==> src/rtl/serial_adder.sv <==
// -----------------------------------------------------------------------------
// serial_adder
//
// Bit-serial WIDTH-bit adder. One operand bit pair is consumed per clock,
// LSB first, through a full adder built from two half_adder cells and an OR
// gate. A carry flip-flop closes the loop around the full adder.
//
// Ports:
//   clk        rising-edge clock
//   rst_n      asynchronous, active-low reset
//   start      request a new addition (accepted in IDLE or DONE)
//   a, b       WIDTH-bit operands, captured only on an accepted start
//   busy       high while the addition is running
//   done       one-cycle pulse; sum/carry_out are updated in this cycle
//   sum        (a+b) mod 2^WIDTH, held until the next done
//   carry_out  bit WIDTH of a+b, held with sum
//
// Also contains the half_adder cell used to build the full adder.
// -----------------------------------------------------------------------------

module half_adder (
  input  logic a,
  input  logic b,
  output logic sum,
  output logic carry
);

  assign sum   = a ^ b;
  assign carry = a & b;

endmodule

module serial_adder #(
  parameter int WIDTH = 8
) (
  input  logic             clk,
  input  logic             rst_n,
  input  logic             start,
  input  logic [WIDTH-1:0] a,
  input  logic [WIDTH-1:0] b,
  output logic             busy,
  output logic             done,
  output logic [WIDTH-1:0] sum,
  output logic             carry_out
);

  localparam int CW = $clog2(WIDTH + 1);
  localparam logic [CW-1:0] LAST_CNT = CW'(WIDTH - 1);
  localparam logic [CW-1:0] ONE_CNT  = CW'(1);

  typedef enum logic [1:0] {
    IDLE = 2'd0,
    RUN  = 2'd1,
    DONE = 2'd2
  } state_t;

  state_t           state;
  state_t           state_next;

  logic [WIDTH-1:0] sa;
  logic [WIDTH-1:0] sb;
  logic [WIDTH-1:0] acc;
  logic [WIDTH-1:0] acc_next;
  logic             c;
  logic [CW-1:0]    cnt;

  logic             accept;
  logic             last_bit;

  logic             ha1_sum;
  logic             ha1_carry;
  logic             ha2_sum;
  logic             ha2_carry;
  logic             c_next;

  // Full adder: HA1 adds the operand bits, HA2 folds in the running carry.
  half_adder ha1 (
    .a     (sa[0]),
    .b     (sb[0]),
    .sum   (ha1_sum),
    .carry (ha1_carry)
  );

  half_adder ha2 (
    .a     (ha1_sum),
    .b     (c),
    .sum   (ha2_sum),
    .carry (ha2_carry)
  );

  assign c_next   = ha1_carry | ha2_carry;
  assign last_bit = (cnt == LAST_CNT);

  // New bit enters at the MSB so that after WIDTH shifts bit 0 sits at acc[0].
  // Written as shift-then-overwrite so WIDTH=1 needs no special slice.
  always_comb begin
    acc_next            = acc >> 1;
    acc_next[WIDTH-1]   = ha2_sum;
  end

  always_ff @(posedge clk or negedge rst_n) begin
    if (!rst_n) begin
      state <= IDLE;
    end else begin
      state <= state_next;
    end
  end

  always_comb begin
    state_next = state;
    accept     = 1'b0;
    busy       = 1'b0;
    done       = 1'b0;
    case (state)
      IDLE: begin
        if (start) begin
          accept     = 1'b1;
          state_next = RUN;
        end
      end
      RUN: begin
        busy = 1'b1;
        if (last_bit) begin
          state_next = DONE;
        end
      end
      DONE: begin
        done = 1'b1;
        if (start) begin
          accept     = 1'b1;
          state_next = RUN;
        end else begin
          state_next = IDLE;
        end
      end
      default: begin
        state_next = IDLE;
      end
    endcase
  end

  // Result registers are written only on the final RUN edge so the outputs
  // never expose a partially accumulated sum.
  always_ff @(posedge clk or negedge rst_n) begin
    if (!rst_n) begin
      sa        <= '0;
      sb        <= '0;
      acc       <= '0;
      c         <= 1'b0;
      cnt       <= '0;
      sum       <= '0;
      carry_out <= 1'b0;
    end else if (accept) begin
      sa  <= a;
      sb  <= b;
      c   <= 1'b0;
      cnt <= '0;
    end else if (state == RUN) begin
      sa  <= sa >> 1;
      sb  <= sb >> 1;
      acc <= acc_next;
      c   <= c_next;
      cnt <= cnt + ONE_CNT;
      if (last_bit) begin
        sum       <= acc_next;
        carry_out <= c_next;
      end
    end
  end

endmodule

==> config.mk <==
export PLATFORM = sky130hd
export DESIGN_NAME = serial_adder
export DESIGN_NICKNAME = d
export VERILOG_FILES = /design/src/rtl/serial_adder.sv
export SDC_FILE = /design/constraint.sdc
export NUM_CORES = 1
export LEC_CHECK = 0
export CORE_UTILIZATION = 50
export CTS_BUF_LIST = sky130_fd_sc_hd__clkbuf_8
export CTS_CLUSTER_SIZE = 40
export DETAILED_ROUTE_END_ITERATION = 10
export PLACE_DENSITY = 0.85
export SYNTH_ARGS = -nofsm -noshare
export SYNTH_HDL_FRONTEND = slang
export SYNTH_SLANG_ARGS = --single-unit
==> constraint.sdc <==
create_clock -name clk -period 3.1 [get_ports clk]
set_input_delay 0.465 -clock clk [delete_from_list [all_inputs] [get_ports clk]]
set_output_delay 0.465 -clock clk [all_outputs]
set_load 0.05 [all_outputs]
== Word-level counts from Yosys, hierarchy flattened ==
Index checks and enable logic that the tools add are counted.

* Register bits: 40
* Output and inout bits: 11
* Word-level logic and storage cells: 42

* $add $sub $neg: 1
* Equality and inequality tests: 5
* Muxes and demuxes: 16
* Bitwise operators: 6
* Reductions and logical operators: 6

{| class="wikitable"
|+ Operators by type and width
! cell !! count
|-
| 8-bit two-way mux || 4
|-
| 4-bit two-way mux || 2
|-
| 1-bit two-way mux || 7
|-
| 2-bit one-hot mux with 3 select lines || 1
|-
| 4-bit by 1-bit adder with 4-bit output, second input constant || 1
|-
| 4-bit by 3-bit == test with 1-bit output, second input constant || 1
|-
| 2-bit two-way mux || 2
|-
| 2-bit != test, second input constant || 2
|-
| 2-bit AND reduction || 2
|-
| 3-bit AND reduction || 1
|-
| 1-bit AND || 2
|-
| 2-bit by 1-bit == test with 1-bit output, second input constant || 1
|-
| 2-bit == test, second input constant || 1
|-
| 2-bit zero test || 1
|-
| 2-bit nonzero test || 1
|-
| 2-bit OR reduction || 1
|-
| 1-bit bitwise XOR || 2
|-
| 1-bit inverter || 1
|-
| 1-bit bitwise OR || 1
|}

== Logic depth before layout (Yosys ltp) ==
Gate-level depths: netlist (run 1).

* Word-level depth: 5
* Gate-level depth with buffers: 7
* Depth with buffers taken out: 4

== Cells and area by module ==
A second synthesis (run 1) with hierarchy kept.

* Cell total of the unflattened synthesis: 159
* Area total of the unflattened synthesis: 1636.6 sq um

{| class="wikitable"
|+ By module, submodules not included
! module !! instances !! cells each !! area an instance (sq um) !! seq. area each (sq um)
|-
| serial_adder || 1 || 157 || 1611.5 || 975.9
|-
| half_adder || 2 || 1 || 12.5 || 0.0
|}

== Least setup slack after synthesis (run 1) ==
Ideal clock, no wire load.

* Path type: register to output
* From: register state[1]
* To: output busy
* Arrival: 1178 ps
* Data required time: 2635 ps
* Setup slack: 1457 ps
* Cell stages (with the launch flop): 6
* Buffers on the path: 3
* Cell sequence: dfrtp_1 > nand2b_1 > buf_6 > inv_1 > buf_2 > buf_2

* Word-level cells in the longest chain between the ends: 2

{| class="wikitable"
|+ RTL lines
! item !! line !! text
|-
| start: declaration || 57 || <nowiki>state_t state;</nowiki>
|-
| start signal: assignment || 105 || <nowiki>state <= state_next;</nowiki>
|-
| 2-bit by 1-bit == test with 1-bit output || 114 || <nowiki>case (state)</nowiki>
|-
| 1-bit two-way mux || 114 ||
|-
| end: declaration || 41 || <nowiki>output logic busy,</nowiki>
|}

No other way between the ends.

== Worst setup path after layout (run 1) ==
* From: register state[0]
* To: output busy

Same word-level chain as after synthesis.

==> flow_summary.json, run 1 <==
{
  "drive_gt1_share_pct": 12.2,
  "hold_buffers": 0,
  "crit_type": "reg2out",
  "grt_max_degree": 40,
  "timing.fmax_ghz": 0.460,
  "antennaDiodeCount": 0,
  "routed_wl_um": 3090,
  "status": "complete, no violations",
  "synth-seq-cells": 39,
  "maxCapViolations": 0,
  "ios": 30,
  "synth_flop_cell": "dfrtp_1",
  "cts_tree": "done",
  "min_period_over_period_pct": 70.1,
  "cp-start-kind": "flop",
  "setup_violations": 0,
  "netlist_area_mm2": 0.00163,
  "cts_max_level": 2,
  "async_flop_share_pct": 100,
  "grt_setup_unrepaired": "no",
  "grt_pass1_vias": 1190,
  "startpoint": "state[0]",
  "layout_min_cycle_time_ps": 2170,
  "antenna_found_initial": 0,
  "crit-reg2reg-launch": "state[0]",
  "crit_family": "buffers and inverters",
  "drtAntennaViolNets": 0,
  "synthCells": 158,
  "grt_usage_pct": 21.0,
  "ys_seq_area_share_pct": 59.9,
  "ys_types": 24,
  "crit_required_ps": 2630,
  "post_cts_buffers": 0,
  "ctsResizeCount": 0,
  "die_area_mm2": 0.00349,
  "cts-root-buf": "clkbuf_8",
  "yosysWarnings": 0,
  "finalPower_mw": 2.32,
  "final_cell_mix": "52 x nand2_1, 39 x dfrtp_1, 27 x clkdlybuf4s50_1",
  "rows": 20,
  "crit_chain": "nand2b_1, inv_1, buf_12",
  "nNetsFinal": 208,
  "clk_pin_slew_worst_paths_ps": 70,
  "slew_headroom_pct": 31.8,
  "initialDrtViolationCount": 67,
  "fillers": 231,
  "fin_skew_ps": 8.57,
  "crit_path_top_delay_cell": "nand2b_1",
  "syn_area_per_cell_um2": 10.3,
  "synth_edf_count": 0,
  "fin_util_pct": 66.8,
  "clock_latency_ps": 290,
  "vias_per_cell": 5.19,
  "p_leak_nw": 0.935,
  "die_y_um": 59.1,
  "routedWlPerCell_um": 13.3,
  "synth_top_area_share_pct": 59.9,
  "clk_path_buf_depth": 2,
  "start_util_pct": 53.0,
  "worst-path-buf-inv": 2,
  "arrival_ps": 1710,
  "worstPathMaxFanout": 14,
  "dpl.hpwl_um": 2080,
  "firstDrtPassIters": 4,
  "slew_violations": 0,
  "drc": 0,
  "place_congestion": 0.754,
  "layout_commonest_cell": "nand2_1",
  "dp.cells": 224,
  "syn_nets": 179,
  "tns_ps": 0,
  "power_density_mw_per_mm2": 1130,
  "vias": 1204,
  "grt.overflow.total": 0,
  "dieWidth_um": 59.1,
  "area_delta_synth_final_pct": 26.1,
  "coreArea_mm2": 0.00308,
  "grt_pass1_wl_um": 5380,
  "tightestPinTransition_ps": 1020,
  "end_kind": "output pin",
  "final-hold-violation-count": 0,
  "instances_no_fill": 232,
  "hp-class": "in2async",
  "portBuffers": 29,
  "yosysTopAreaCell": "dfrtp_1",
  "ir_worst_vdd_mv": 0.477,
  "slowest_delay_ps": 460,
  "cts_buffers": 5,
  "synthTopCellsByArea": "dfrtp_1 60%, nand2_1 12%, mux2_2 6.9%, a31oi_1 4.6%, nor2_1 3.2%",
  "cts.sinks": 39
}
metrics by stage:
| stage | hold slack (ps) | area, um^2 | worst slack [ps] |
|---|---|---|---|
| detailed placement | 463 | 1950 | 1100 |
| finish | 273 | 2060 | 927 |
| global route | 333 | 2060 | 812 |
| CTS | 305 | 2060 | 924 |
| floorplan | 169 | 1630 | 1460 |
| global placement | 455 | 1950 | 1170 |
layout make-up:
type                       instances  area [um^2]  share of cell area, %
sequential                        39          976                   47.5
timing repair buffer              31          310                   15.1
inverter                           1         3.75                  0.183
clock buffer                       7         96.3                   4.69
clock inverter                     1         7.51                  0.365
multi-input combinational        109          607                   29.5
tap                               44         55.1                   2.68
power breakdown:
group | switching (mW) | internal (mW) | total [mW]
Combinational | 0.632 | 0.411 | 1.04
Clock | 0.169 | 0.202 | 0.371
Sequential | 0.152 | 0.750 | 0.902
flip-flops by register name, indices dropped and copies added, names as in the netlist:
signal     cells
carry_out      1
state          2
cnt            4
sum            8
sb             8
acc            7
sa             8
c              1
per-layer routing:
metal	global-route usage [%]	up-vias	share of wire (%)
li1	-	579	-
met4	9.86	0	2.5
met3	4.80	8	2.2
met5	0	-	0
met1	28.6	598	47
met2	32.0	19	49
synthesized netlist by cell type (all sizes together), types with 2 or more instances:
| master | number |
|---|---|
| nand3 | 2 |
| a31oi | 12 |
| mux2 | 10 |
| o21ai | 2 |
| buf | 3 |
| clkbuf | 6 |
| dfrtp | 39 |
| mux2i | 2 |
| nand2 | 52 |
| nand2b | 2 |
| a22o | 3 |
| nor2 | 14 |
| nor3 | 2 |
final timing paths:
check / depth (start not counted) / slack [ps] / endpoint
max in group asynchronous: 1 / 2300 / sa[3]
worst max-delay path: 3 / 930 / busy
min in group clk: 2 / 500 / acc[1]
worst max register to register: 5 / 1140 / sa[7]
worst min-delay path: 1 / 270 / sum[1]
worst min register to register: 2 / 500 / acc[1]
cells by family (layout without fill, tap and decap cells):
logic type,count (synthesis),count (layout),share of synthesized area [%]
buffers and inverters,10,40,2.92
adder cells (fa/ha/maj),2,2,2.00
multiplexers,12,12,8.14
flip-flops,39,39,59.9
AO/OA/AOI/OAI,20,20,7.98
AND/OR/NAND/NOR,75,75,19.1
Note: power is estimated with default switching activity, not from simulation.
==> inputs of run 2 (changes only) <==
--- a/config.mk
+++ b/config.mk
@@ -5,7 +5,7 @@
 export SDC_FILE = /design/constraint.sdc
 export NUM_CORES = 1
 export LEC_CHECK = 0
-export CORE_UTILIZATION = 50
+export CORE_UTILIZATION = 48
 export CTS_BUF_LIST = sky130_fd_sc_hd__clkbuf_8
 export CTS_CLUSTER_SIZE = 40
 export DETAILED_ROUTE_END_ITERATION = 10
==> constraint.sdc (replaced) <==
create_clock -name clk -period 1.8 [get_ports clk]
set_input_delay 0.27 -clock clk [delete_from_list [all_inputs] [get_ports clk]]
set_output_delay 0.27 -clock clk [all_outputs]
set_load 0.05 [all_outputs]
==> run 2 against run 1 <==
  * Power grew 73%
  * Clock skew is 2.0 ps lower
  * Count of clock-buffer cells in the layout fell by 2
  * Sequential share of layout area shrank 0.68 points
  * First-iteration DRC count increased by 67%
  * Routed wire length rose by 4.8%
  * Via count up 1.3%
  * Critical path depth is 2 lower
  * Sequential power is 73% higher
  * Final area is 1.5% higher
  * Core utilization down 0.11 points
  * Register-to-register slack worse by 930 ps
  * Critical endpoint is now sum[1]
==> flow_summary.json, run 2 (synthesis gave the netlist of run 1 again) <==
{
  "dieWidth_um": 60.3,
  "hp-class": "in2async",
  "dp_worst_setup_slack_ps": 199,
  "vias": 1220,
  "crit_path_top_delay_cell": "clkdlybuf4s50_1",
  "fillers": 241,
  "ir_worst_vdd_mv": 0.720,
  "arrival_ps": 1460,
  "routed_wl_um": 3240,
  "start_util_pct": 52.1,
  "drtAntennaViolNets": 0,
  "fin_ws_ps": 74.6,
  "worstPathMaxFanout": 2,
  "die_area_mm2": 0.00363,
  "crit_required_ps": 1530,
  "die_y_um": 60.3,
  "slowest_delay_ps": 810,
  "fin_util_pct": 66.7,
  "status": "complete, no violations",
  "drc": 0,
  "clk_path_buf_depth": 2,
  "slew_violations": 0,
  "fin_skew_ps": 6.59,
  "cts_buffers": 5,
  "crit_family": "buffers and inverters",
  "setup_violations": 0,
  "crit-reg2reg-launch": "cnt[0]",
  "tns_ps": 0,
  "cts_max_level": 2,
  "clock_latency_ps": 290,
  "crit_chain": "clkdlybuf4s50_1",
  "grt.overflow.total": 0,
  "vias_per_cell": 5.15,
  "power_density_mw_per_mm2": 1930,
  "timing.fmax_ghz": 0.580,
  "dpl.hpwl_um": 2280,
  "grt_usage_pct": 21.4,
  "cts_tree": "done",
  "area_delta_synth_final_pct": 27.9,
  "crit_type": "reg2out",
  "grt_setup_unrepaired": "no",
  "post_cts_buffers": 0,
  "layout_min_cycle_time_ps": 1730,
  "ios": 30,
  "end_kind": "output pin",
  "drive_gt1_share_pct": 15.0,
  "cp-start-kind": "flop",
  "routedWlPerCell_um": 13.7,
  "p_leak_nw": 0.968,
  "min_period_over_period_pct": 95.9,
  "grt_pass1_vias": 1257,
  "worst-path-buf-inv": 1,
  "initialDrtViolationCount": 112,
  "portBuffers": 29,
  "reg2regPathDepth": 4,
  "tightestPinTransition_ps": 496,
  "firstDrtPassIters": 4,
  "rows": 20,
  "clk_pin_slew_worst_paths_ps": 70,
  "slew_headroom_pct": 66.8,
  "grt_max_degree": 40,
  "layout_commonest_cell": "nand2_1",
  "r2r_slack_ps": 210,
  "final_cell_mix": "52 x nand2_1, 39 x dfrtp_1, 25 x clkdlybuf4s50_1",
  "nNetsFinal": 213,
  "startpoint": "sum[1]",
  "final-hold-violation-count": 0,
  "grt_pass1_wl_um": 5480,
  "maxCapViolations": 0,
  "cts-root-buf": "clkbuf_8",
  "r2r_end": "sum[0]",
  "reg_top3": "sa x8, sb x8, sum x8",
  "place_congestion": 0.719,
  "antenna_found_initial": 0,
  "cts.sinks": 39,
  "antennaDiodeCount": 0,
  "coreArea_mm2": 0.00313
}
[run 2: cell count changes in the layout (fill, tap and decap cells not counted), sizes merged]
cell / change
inv: +2
buf: +7
clkbuf: -2
clkinv: +1
clkinvlp: -1
clkdlybuf4s50: -2
[run 2: through the flow]
stage	hold slack (ps)	power (mW)	instances	cell area (um^2)
final	15.5	4.02	237	2090
after global routing	54.5	4.28	237	2090
after CTS	28.0	4.03	237	2080
after detailed placement	342	3.44	229	1980
after global placement	335	3.33	229	1980
after floorplan	-25.6	2.81	158	1630
[run 2: report_power, final]
part,switching (mW),internal [mW]
Sequential,0.272,1.29
Combinational,1.12,0.794
Clock,0.283,0.260
Total,1.67,2.35
[run 2: area by class of cell]
cell class	count	area (um^2)	area share [%]
well taps	44	55.1	2.64
flip-flops and latches	39	976	46.8
clock inverters	3	12.5	0.600
multi-input cells	109	614	29.5
repair buffers	36	355	17.0
inverters	1	3.75	0.180
clock buffers	5	68.8	3.30
[run 2: timing repair]
item,4_1_cts,5_1_grt
hold endpoints to repair,0,0
endpoints found under the setup margin,1,1
pin swaps,0,0
hold buffers,0,0
gates resized for setup,3,1
[run 2: worst register-to-register path, stage by stage (launching register included)]
cell and delay [ps]:
dfrtp_1 390, ha_1 200, nand2_1 100, nor3_4 380, mux2_2 400
[run 2: routing by layer]
metal / wire, um / global-route usage [%]
met5: 0 / 0
met4: 82 / 13.6
met1: 1390 / 25.7
met3: 95 / 4.55
met2: 1670 / 34.7
[run 2: worst max path at each step]
stage                to  slack [ps]  cells after the start
4_1_cts          sum[0]          60                      1
3_5_place_dp     cnt[1]         200                      6
3_3_place_gp     cnt[1]         220                      6
2_1_floorplan  state[0]         340                      7
5_1_grt          sum[0]          20                      1
6_report         sum[1]          70                      1
